`config.mk`:
```
export PLATFORM = sky130hd
export DESIGN_NAME = toggle_chk_monitor
export DESIGN_NICKNAME = d
export VERILOG_FILES = /design/src/rtl/toggle_chk_pkg.sv /design/src/rtl/toggle_chk_fifo.sv /design/src/rtl/toggle_chk_monitor.sv
export SDC_FILE = /design/constraint.sdc
export NUM_CORES = 1
export LEC_CHECK = 0
export CORE_ASPECT_RATIO = 1.2
export CORE_UTILIZATION = 45
export CTS_CLUSTER_SIZE = 10
export DETAILED_ROUTE_END_ITERATION = 10
export PLACE_DENSITY = 0.66
export SETUP_SLACK_MARGIN = 0.3
export SYNTH_ARGS = -nofsm -noshare
export SYNTH_HDL_FRONTEND = slang
export SYNTH_SLANG_ARGS = --single-unit
```
`constraint.sdc`:
```
create_clock -name clk -period 2.8 [get_ports clk]
set_clock_uncertainty 0.15 [all_clocks]
set_input_delay 0.28 -clock clk [delete_from_list [all_inputs] [get_ports clk]]
set_output_delay 0.28 -clock clk [all_outputs]
set_load 0.005 [all_outputs]
```
`src/rtl/toggle_chk_pkg.sv`:
```
// Shared types for the toggle-stage checker.
//
// kind_e  : violation classes carried in each error-log record.
// state_e : monitor sequencing (reset observation, baseline capture, full checking).
// rec_t   : one error-log record. The hist field exists only when TOGGLE_CHK_HIST_EN
//           is defined, so the default build carries no history storage at all.
//
// Record field widths come from the package defaults below. The monitor's CNT_W and
// HIST_LEN parameters default to these values and must not exceed them.
package toggle_chk_pkg;

  localparam int unsigned CNT_W_DEF    = 16;
  localparam int unsigned HIST_LEN_DEF = 4;

  localparam int unsigned REC_STAMP_W = CNT_W_DEF;
  localparam int unsigned REC_HIST_W  = 2 * HIST_LEN_DEF;

  typedef enum logic [1:0] {
    KIND_TOGGLE = 2'd0,
    KIND_Z      = 2'd1,
    KIND_RSTVAL = 2'd2
  } kind_e;

  typedef enum logic [1:0] {
    ST_RST,
    ST_ARM,
    ST_RUN
  } state_e;

  typedef struct packed {
    kind_e                  kind;
    logic [REC_STAMP_W-1:0] stamp;
`ifdef TOGGLE_CHK_HIST_EN
    logic [REC_HIST_W-1:0]  hist;
`endif
  } rec_t;

  // One record per cycle, so simultaneous hits collapse onto the most severe class.
  function automatic kind_e pick_kind(input logic hit_rstval, input logic hit_toggle);
    if (hit_rstval) begin
      return KIND_RSTVAL;
    end else if (hit_toggle) begin
      return KIND_TOGGLE;
    end
    return KIND_Z;
  endfunction

endpackage

```
`src/rtl/toggle_chk_fifo.sv`:
```
// Synchronous FIFO of error-log records for the toggle checker.
//
// Ports
//   clk    in   clock
//   reset  in   synchronous active-high reset; empties the FIFO
//   push   in   write wdata (ignored when full unless popping the same cycle)
//   wdata  in   record to write
//   pop    in   remove head record (ignored when empty)
//   rdata  out  head record, valid while !empty
//   full   out  all DEPTH entries occupied
//   empty  out  no entries
//
// DEPTH must be a power of two and at least 2. Pointers carry one extra wrap bit so
// full and empty are distinguished without a separate occupancy counter.
module toggle_chk_fifo
  import toggle_chk_pkg::*;
#(
  parameter int unsigned DEPTH = 4
) (
  input  logic clk,
  input  logic reset,
  input  logic push,
  input  rec_t wdata,
  input  logic pop,
  output rec_t rdata,
  output logic full,
  output logic empty
);

  localparam int unsigned AW = $clog2(DEPTH);

  rec_t        mem [DEPTH];
  logic [AW:0] wptr_q;
  logic [AW:0] rptr_q;
  logic        do_push;
  logic        do_pop;

  assign empty = (wptr_q == rptr_q);
  assign full  = (wptr_q[AW] != rptr_q[AW]) && (wptr_q[AW-1:0] == rptr_q[AW-1:0]);

  // A pop frees the head slot this same edge, so a push into a full FIFO still lands.
  assign do_pop  = pop & ~empty;
  assign do_push = push & (~full | do_pop);

  assign rdata = mem[rptr_q[AW-1:0]];

  always_ff @(posedge clk) begin
    if (reset) begin
      wptr_q <= '0;
      rptr_q <= '0;
    end else begin
      if (do_push) begin
        wptr_q <= wptr_q + (AW+1)'(1);
      end
      if (do_pop) begin
        rptr_q <= rptr_q + (AW+1)'(1);
      end
    end
  end

  // Payload storage needs no reset; only the pointers define occupancy.
  always_ff @(posedge clk) begin
    if (do_push) begin
      mem[wptr_q[AW-1:0]] <= wdata;
    end
  end

endmodule

```
`src/rtl/toggle_chk_monitor.sv`:
```
// Passive checker for the toggle stage. Observes en, q and z every cycle and checks
//   - q is 0 on the first cycle after any cycle with reset high   (KIND_RSTVAL)
//   - q(t+1) == q(t) ^ en(t)                                       (KIND_TOGGLE)
//   - z == q ^ en                                                  (KIND_Z)
// Each violating cycle bumps a saturating counter, sets a sticky fail flag and pushes
// one record (kind, cycle stamp[, history]) into a small log FIFO drained by
// err_valid/err_ready. Records arriving while the FIFO is full and not popping are
// counted in drop_cnt.
//
// Ports
//   clk        in   clock
//   reset      in   synchronous active-high reset (shared with the observed stage)
//   en, q, z   in   observed toggle-stage signals
//   fail       out  sticky: any violation since reset
//   viol_cnt   out  saturating violation count
//   drop_cnt   out  saturating count of records lost to a full FIFO
//   err_valid  out  head record available
//   err_ready  in   consumer takes the head record
//   err_kind   out  kind_e of head record
//   err_stamp  out  cycle stamp of head record
//   err_hist   out  {q,en} history of head record, oldest in MSBs (0 unless enabled)
//
// Build option: define TOGGLE_CHK_HIST_EN to keep a HIST_LEN-deep {q,en} history that
// shifts on every checking cycle and is snapshotted into each record.
module toggle_chk_monitor
  import toggle_chk_pkg::*;
#(
  parameter int unsigned CNT_W    = CNT_W_DEF,
  parameter int unsigned DEPTH    = 4,
  parameter int unsigned HIST_LEN = HIST_LEN_DEF
) (
  input  logic                  clk,
  input  logic                  reset,
  input  logic                  en,
  input  logic                  q,
  input  logic                  z,
  output logic                  fail,
  output logic [CNT_W-1:0]      viol_cnt,
  output logic [CNT_W-1:0]      drop_cnt,
  output logic                  err_valid,
  input  logic                  err_ready,
  output logic [1:0]            err_kind,
  output logic [CNT_W-1:0]      err_stamp,
  output logic [2*HIST_LEN-1:0] err_hist
);

  localparam int unsigned HW = 2 * HIST_LEN;

  state_e state_q;
  state_e state_d;
  logic   chk_rst;
  logic   chk_run;

  logic             rst_prev_q;
  logic             q_prev_q;
  logic             en_prev_q;
  logic [CNT_W-1:0] stamp_q;
  logic             fail_q;
  logic [CNT_W-1:0] viol_cnt_q;
  logic [CNT_W-1:0] drop_cnt_q;

  logic  hit_rstval;
  logic  hit_toggle;
  logic  hit_z;
  logic  viol;
  logic  drop;
  logic  pop;
  logic  fifo_full;
  logic  fifo_empty;
  rec_t  wr_rec;
  rec_t  head;

  // ---------------------------------------------------------------------------
  // Sequencing FSM
  // ---------------------------------------------------------------------------
  always_ff @(posedge clk) begin
    if (reset) begin
      state_q <= ST_RST;
    end else begin
      state_q <= state_d;
    end
  end

  always_comb begin
    state_d = state_q;
    unique case (state_q)
      ST_RST:  state_d = ST_ARM;
      ST_ARM:  state_d = ST_RUN;
      ST_RUN:  state_d = ST_RUN;
      default: state_d = ST_RST;
    endcase
  end

  // ARM enables nothing: its sample only becomes the baseline for the first RUN check.
  always_comb begin
    chk_rst = 1'b0;
    chk_run = 1'b0;
    unique case (state_q)
      ST_RST:  chk_rst = 1'b1;
      ST_RUN:  chk_run = 1'b1;
      default: ;
    endcase
  end

  // ---------------------------------------------------------------------------
  // Detection on the current cycle's samples
  // ---------------------------------------------------------------------------
  assign hit_rstval = chk_rst & rst_prev_q & q;
  assign hit_toggle = chk_run & (q != (q_prev_q ^ en_prev_q));
  assign hit_z      = chk_run & (z != (q ^ en));
  assign viol       = hit_rstval | hit_toggle | hit_z;

  assign pop  = err_ready & ~fifo_empty;
  assign drop = viol & fifo_full & ~pop;

  // ---------------------------------------------------------------------------
  // Optional {q,en} history
  // ---------------------------------------------------------------------------
`ifdef TOGGLE_CHK_HIST_EN
  logic [HW-1:0] hist_q;
  logic [HW-1:0] hist_now;

  // The snapshot includes the current sample, so a record shows the violating cycle last.
  assign hist_now = chk_run ? {hist_q[HW-3:0], q, en} : hist_q;

  always_ff @(posedge clk) begin
    if (reset) begin
      hist_q <= '0;
    end else begin
      hist_q <= hist_now;
    end
  end
`endif

  always_comb begin
    wr_rec       = '0;
    wr_rec.kind  = pick_kind(hit_rstval, hit_toggle);
    wr_rec.stamp = REC_STAMP_W'(stamp_q);
`ifdef TOGGLE_CHK_HIST_EN
    wr_rec.hist  = REC_HIST_W'(hist_now);
`endif
  end

  // ---------------------------------------------------------------------------
  // Sample history, stamp, status and counters
  // ---------------------------------------------------------------------------
  always_ff @(posedge clk) begin
    if (reset) begin
      rst_prev_q <= 1'b1;
      q_prev_q   <= 1'b0;
      en_prev_q  <= 1'b0;
      stamp_q    <= '0;
      fail_q     <= 1'b0;
      viol_cnt_q <= '0;
      drop_cnt_q <= '0;
    end else begin
      rst_prev_q <= 1'b0;
      q_prev_q   <= q;
      en_prev_q  <= en;
      if (chk_run && (stamp_q != '1)) begin
        stamp_q <= stamp_q + CNT_W'(1);
      end
      if (viol) begin
        fail_q <= 1'b1;
      end
      if (viol && (viol_cnt_q != '1)) begin
        viol_cnt_q <= viol_cnt_q + CNT_W'(1);
      end
      if (drop && (drop_cnt_q != '1)) begin
        drop_cnt_q <= drop_cnt_q + CNT_W'(1);
      end
    end
  end

  // ---------------------------------------------------------------------------
  // Error log
  // ---------------------------------------------------------------------------
  toggle_chk_fifo #(
    .DEPTH (DEPTH)
  ) u_fifo (
    .clk   (clk),
    .reset (reset),
    .push  (viol),
    .wdata (wr_rec),
    .pop   (pop),
    .rdata (head),
    .full  (fifo_full),
    .empty (fifo_empty)
  );

  assign fail      = fail_q;
  assign viol_cnt  = viol_cnt_q;
  assign drop_cnt  = drop_cnt_q;
  assign err_valid = ~fifo_empty;
  assign err_kind  = head.kind;
  assign err_stamp = CNT_W'(head.stamp);
`ifdef TOGGLE_CHK_HIST_EN
  assign err_hist  = HW'(head.hist);
`else
  assign err_hist  = '0;
`endif

endmodule

```
==> summary.md, run 1 <==
| Metric | Value |
|---|---|
| Final worst path period share | `86.03%` |
| Wire length per cell | `16.03 um` |
| Detailed-placement wirelength estimate | `7070 um` |
| Clock Latency Late Sink | `400 ps` |
| Initial antenna violation count | `0` |
| Setup violators final | `0` |
| Worst-Margin Slew | `668.0 ps` |
| Setup TNS | `0 ps` |
| Die height | `126.0 um` |
| Comb power frac | `15.0%` |
| Final Hold Fails | `0` |
| Filler cell count | `991` |
| Initial DRC Count | `151` |
| Fin crit period | `2409 ps` |
| Total GRT Usage | `17.98%` |
| Met1 Routed Length | `4764 um` |
| Kind of critical path | `flop to output pin` |
| Final wirelength | `11140 um` |
| Die X | `105.3 um` |
| Core area | `12280 um2` |
| RSZ-0062 raised after global routing | `false` |
| Startpoint Class | `flop` |
| Grt ovf | `0` |
| Input/output buffers | `57` |
| Req. time, crit path | `2370 ps` |
| Max frequency | `415.1 MHz` |
| DR WL met3 | `396 um` |
| Cell Pwr Density | `764.3 nW/um2` |
| Htree depth | `4` |
| Leak | `2.403 nW` |
| Reg2reg start | `state_q[0]` |
| Critical path peak fanout | `18` |
| Final Util | `58.80%` |
| Clock Power Share | `44.6%` |
| # Max-Cap Violations | `0` |
| Clock Sink Count | `134` |
| DR vias/cell | `5.528` |
| Clk buf depth | `2` |
| Critical R2R Capture | `viol_cnt[5]` |
| Drt pass-1 iters | `5` |
| Clock-pin slew of the registers on the worst-case setup and hold paths | `60 ps` |
| Antenna Cells | `0` |
| CP Capture Type | `output pin` |
| Num CTS Buffers | `17` |
| R2R setup slack | `440 ps` |
| Layout cells sized above 1 | `12.92%` |
| Initial core utilization | `46.94%` |
| Metal2 WL | `5783 um` |
| Top routing layer in use | `met4` |
| Sw Pwr | `0.001202 W` |
| Worst Reg2Reg Path Length in Cells | `8` |
| Number of remaining DRC errors | `0` |
| Vias post-DR | `3842` |
| Fin. max-slew vios | `0` |
| Final Instance Area | `7218 um2` |
| Worst min-delay path category | `primary input to flop` |
| Slew Limit Headroom | `55.47%` |
| Nets | `537` |
| Sequential fraction of the synthesis area | `59.05%` |
| Hold buffers post-CTS | `0` |
| Mapped Area | `5763 um2` |
| Synth Warn # | `0` |
| Switching power share of the total | `21.80%` |
| Distinct cells, synth | `53` |
| Reg power frac | `40.4%` |
| Setup bufs post-CTS | `0` |
| Largest net degree at the start of global routing | `35` |
| Number of flops mapped to enable cells by yosys | `72` |
| CTS root buf | `clkbuf_16` |
| First-pass GRT wire length | `18750 um` |
| Yosys reg bits | `134` |
| Worst Path Arrival | `1980 ps` |
| Placed Instance Area | `6539 um2` |
| Vias in the first global route | `3845` |
| GPL Wtd Cong | `0.8087` |
| Worst setup endpoint | `err_stamp[1]` |
| Internal power | `0.004314 W` |
| Ys flop type | `edfxtp_1` |
| DRT antenna net count | `0` |
| Layout area overhead | `25.25%` |
| Post-synth ARST share | `0%` |
| Pwr Total | `0.005517 W` |
| Top-level port count | `66` |
| Status | `complete, no violations` |
| Mapped Cells | `457` |
| Die area | `13260 um2` |
| Avg Cell Area, Syn | `12.61 um2` |
| CTS tree | `yes` |
| Peak VDD IR | `465.1 uV` |
| Num rows | `44` |
registers in the layout, summed over array words and instances, names as in the netlist, named ones only:
| register | count |
|---|---|
| u_fifo.wptr_q | 3 |
| u_fifo.mem | 72 |
| state_q | 2 |
| fail | 1 |
| stamp_q | 16 |
| q_prev_q | 1 |
| drop_cnt | 16 |
| viol_cnt | 16 |
| en_prev_q | 1 |
| u_fifo.rptr_q | 3 |
| rst_prev_q | 1 |
cells by family (layout without fill, tap and decap cells):
kind of cell | after synthesis | after routing | share of synthesized area (%)
flip-flops | 134 | 134 | 59.05
adder cells (fa/ha/maj) | 10 | 10 | 2.171
multiplexers | 25 | 25 | 8.359
XOR/XNOR | 19 | 19 | 2.888
buffers and inverters | 37 | 107 | 3.278
other | 1 | 8 | 0.06507
AND/OR/NAND/NOR | 155 | 155 | 15.94
AO/OA/AOI/OAI | 76 | 76 | 8.250
metal layers:
layer | global-route usage [%] | vias to the layer above
met3 | 4.296 | 18
met1 | 21.32 | 1847
li1 | - | 1880
met5 | 0 | -
met2 | 31.46 | 97
met4 | 6.877 | 0
cell usage in the layout, fill, tap and decap left out, types with 8 or more instances in the layout:
| cell | instances |
|---|---|
| or4_1 | 20 |
| clkdlybuf4s50_1 | 56 |
| and4_1 | 9 |
| xor2_1 | 12 |
| nor2b_1 | 10 |
| dfxtp_1 | 62 |
| o31ai_1 | 17 |
| edfxtp_1 | 72 |
| nor2_1 | 25 |
| and3_1 | 8 |
| mux4_2 | 18 |
| nand3_1 | 18 |
| a21oi_1 | 35 |
| clkbuf_16 | 17 |
| nand2_1 | 18 |
| conb_1 | 8 |
| nand4_1 | 15 |
| ha_1 | 10 |
cell usage after synthesis, types with 2 or more instances:
cell      count  share of area, %
inv_1         7              0.46
o21ai_0       7              0.61
and4_1        9               1.4
nand3_1      18               1.6
mux2_2        5              0.98
o31ai_1      17               2.2
xnor2_1       7               1.1
dfxtp_1      62                22
and3_1        8              0.87
o41ai_1       4              0.61
buf_2         6              0.52
buf_4         9               1.2
or3_1         6              0.65
and2_1        6              0.65
and4b_1       2              0.35
a41oi_1       2              0.30
nor3_1        7              0.61
o211ai_1      2              0.26
a21oi_1      35               3.0
nor2_1       25               1.6
a211oi_1      2              0.26
nor2b_1      10               1.1
clkbuf_1     12              0.78
ha_1         10               2.2
nand4_1      15               1.6
mux2i_1       2              0.35
or4_1        20               2.6
edfxtp_1     72                38
xor2_1       12               1.8
nand2_1      18               1.2
mux4_2       18               7.0
worst max-delay path: stages, from the launching register on:
cell and delay (ps):
dfxtp_1 350, buf_12 210, mux4_2 560, clkdlybuf4s50_1 460
power by group through the flow:
stage	sequential, W	clock [W]	combinational [W]
global placement	0.00226	0	0.000812
global route	0.00224	0.00258	0.000899
finish	0.00223	0.00246	0.000830
CTS	0.00223	0.00250	0.000837
detailed placement	0.00226	0	0.000823
floorplan	0.00225	0	0.000470
metrics by stage:
stage,instances,hold WS (ps),setup slack [ps]
CTS,695,239.9,310.9
floorplan,464,157.7,470.0
finish,695,255.5,391.2
global placement,663,301.6,192.1
global route,695,273.0,321.5
detailed placement,663,303.2,155.5
worst min-delay path by stage:
stage / slack, ps / to / startpoint / cells past startpoint
floorplan: 160 / rst_prev_q / reset / 0
global route: 270 / q_prev_q / reset / 2
global placement: 300 / fail / fail / 2
CTS: 240 / en_prev_q / reset / 2
finish: 260 / q_prev_q / reset / 2
detailed placement: 300 / fail / fail / 2
layout make-up:
class	count	area, um2	area share [%]
clock buffer	18	429.2	5.946
clock inverter	14	229.0	3.172
inverter	7	26.28	0.3640
multi-input combinational	293	2206	30.56
sequential	134	3403	47.15
tap	161	201.4	2.791
timing repair buffer	68	723.2	10.02
repair_timing:
| item | 4_1_cts | 5_1_grt |
|---|---|---|
| gates cloned | 0 | 0 |
| setup endpoints to repair | 18 | 5 |
| pin swaps | 0 | 0 |
| resized for setup | 2 | 2 |
Note: power is estimated with default switching activity, not from simulation.
==> run 2: changes to the inputs <==
--- a/config.mk
+++ b/config.mk
@@ -9,6 +9,7 @@
 export CORE_UTILIZATION = 45
 export CTS_CLUSTER_SIZE = 10
 export DETAILED_ROUTE_END_ITERATION = 10
+export MAX_ROUTING_LAYER = met4
 export PLACE_DENSITY = 0.66
 export SETUP_SLACK_MARGIN = 0.3
 export SYNTH_ARGS = -nofsm -noshare
==> run 2 against run 1 <==
  * Worst setup slack better by 14 ps
  * Clock power barely moved
  * Via count rose by 0.42%
  * Register-to-register slack hardly changed
  * Final area is the same
  * Fmax grew 0.58%
  * Sequential cell count did not move
  * Die area did not move
  * Non-clock buffer count stayed put
  * Combinational power barely moved
  * Worst hold slack lost 6.4 ps
  * Total power about the same
  * Highest routed layer unchanged
==> summary.md, run 2 (same netlist as run 1, synthesis figures left out) <==
| Metric | Value |
|---|---|
| Input/output buffers | `57 (unchanged)` |
| Die height | `126.0 um (unchanged)` |
| Die area | `13260 um2 (unchanged)` |
| Kind of critical path | `flop to output pin (unchanged)` |
| Fin crit period | `2395 ps (was 2409 ps)` |
| Layout cells sized above 1 | `12.92% (unchanged)` |
| Worst Reg2Reg Path Length in Cells | `8 (unchanged)` |
| Antenna Cells | `0 (unchanged)` |
| # Max-Cap Violations | `0 (unchanged)` |
| Startpoint Class | `flop (unchanged)` |
| Cell Pwr Density | `763.8 nW/um2 (was 764.3 nW/um2)` |
| Hold WS | `249.1 ps (was 255.5 ps)` |
| Core area | `12280 um2 (unchanged)` |
| Grt ovf | `0 (unchanged)` |
| Number of remaining DRC errors | `0 (unchanged)` |
| Worst Path Arrival | `1970 ps (was 1980 ps)` |
| Vias post-DR | `3858 (was 3842)` |
| Peak VDD IR | `463.2 uV (was 465.1 uV)` |
| CTS tree | `yes (unchanged)` |
| Filler cell count | `991 (unchanged)` |
| Largest net degree at the start of global routing | `35 (unchanged)` |
| Slew Limit Headroom | `55.10% (was 55.47%)` |
| Clock-pin slew of the registers on the worst-case setup and hold paths | `60 ps (about the same)` |
| Clock Sink Count | `134 (unchanged)` |
| First-pass GRT wire length | `18770 um (was 18750 um)` |
| Largest register FFs | `72 (unchanged)` |
| CP Capture Type | `output pin (unchanged)` |
| Worst-Margin Slew | `673.5 ps (was 668.0 ps)` |
| Initial antenna violation count | `0 (unchanged)` |
| Drt pass-1 iters | `4 (was 5)` |
| Detailed-placement wirelength estimate | `7070 um (unchanged)` |
| Hold buffers post-CTS | `0 (unchanged)` |
| Initial core utilization | `46.94% (unchanged)` |
| DRT antenna net count | `0 (unchanged)` |
| Setup violators final | `0 (unchanged)` |
| Die X | `105.3 um (unchanged)` |
| Most common cell after layout, fill and taps aside | `edfxtp_1 (unchanged)` |
| Leak | `2.403 nW (unchanged)` |
| Final Hold Fails | `0 (unchanged)` |
| Final wirelength | `11130 um (was 11140 um)` |
| Total GRT Usage | `18.55% (was 17.98%)` |
| Status | `complete, no violations (unchanged)` |
| Htree depth | `4 (unchanged)` |
| Nets | `537 (unchanged)` |
| Critical path peak fanout | `18 (unchanged)` |
| Layout area overhead | `25.25% (unchanged)` |
| Vias in the first global route | `3857 (was 3845)` |
| Worst min-delay path category | `primary input to flop (unchanged)` |
| Leading cell types in the layout, fill and taps excluded | `edfxtp_1, dfxtp_1, clkdlybuf4s50_1, a21oi_1, nor2_1 (unchanged)` |
| Num rows | `44 (unchanged)` |
| DR vias/cell | `5.551 (was 5.528)` |
| Wire length per cell | `16.01 um (was 16.03 um)` |
| Final worst path period share | `85.54% (was 86.03%)` |
| Req. time, crit path | `2370 ps (about the same)` |
| Clock Latency Late Sink | `400 ps (about the same)` |
| Clk buf depth | `2 (unchanged)` |
| Fin. max-slew vios | `0 (unchanged)` |
| Top-level port count | `66 (unchanged)` |
| Setup bufs post-CTS | `0 (unchanged)` |
| CTS root buf | `clkbuf_16 (unchanged)` |
| Max frequency | `417.5 MHz (was 415.1 MHz)` |
| RSZ-0062 raised after global routing | `false (unchanged)` |
| Setup TNS | `0 ps (unchanged)` |
| GPL Wtd Cong | `0.8206 (was 0.8087)` |
| Hold path cells | `2 (unchanged)` |
| Num CTS Buffers | `17 (unchanged)` |
| Initial DRC Count | `157 (was 151)` |
[run 2: cell counts in the layout (fill, tap and decap cells not counted)]
Identical to the previous run, type by type.
[run 2: timing repair]
item                                    4_1_cts  5_1_grt
gates resized for setup                       2        2
endpoints found under the setup margin       18        5
cloned                                        0        0
pin swaps                                     0        0
[run 2: power breakdown]
group          switching [W]  total [W]  internal, W
sequential         0.0000538    0.00223      0.00217
combinational       0.000349   0.000827     0.000477
clock               0.000796    0.00246      0.00166
[run 2: layer usage]
layer,part of all wire [%],vias to the layer above,global-route usage [%]
li1,-,1885,-
met1,43,1862,21.32
met2,52,91,31.54
met3,3.7,20,4.296
met4,2.0,0,6.877
met5,0,-,-
[run 2: area by class of cell]
cell class	instances	area (um2)	share of cell area, %
Inverter	7	26.28	0.3640
Clock inverter	14	229.0	3.172
Tap cell	161	201.4	2.791
Timing Repair Buffer	68	723.2	10.02
Sequential cell	134	3403	47.15
Multi-Input combinational cell	293	2206	30.56
Clock buffer	18	429.2	5.946
[run 2: worst paths after layout]
path | from | end | slack, ps
max | flop | err_stamp[1] | 400
min | reset | q_prev_q | 250
max reg2reg | state_q[0] | viol_cnt[5] | 440
min reg2reg | fail | fail | 320
[run 2: through the flow]
step / setup slack, ps / utilization [%] / total power [W] / cell area, um2 / cells
floorplan: 470.0 / - / 0.002719 / 5789 / 464
detailed placement: 155.5 / 53.26 / 0.003087 / 6539 / 663
global route: 321.8 / 58.80 / 0.005711 / 7218 / 695
global placement: 192.1 / 53.26 / 0.003069 / 6539 / 663
finish: 405.0 / 58.80 / 0.005513 / 7218 / 695
CTS: 310.9 / 58.68 / 0.005567 / 7204 / 695
[run 2: worst max-delay path: stages (launching register included)]
cell and delay (ps):
dfxtp_1 350, buf_12 210, mux4_2 550, clkdlybuf4s50_1 460
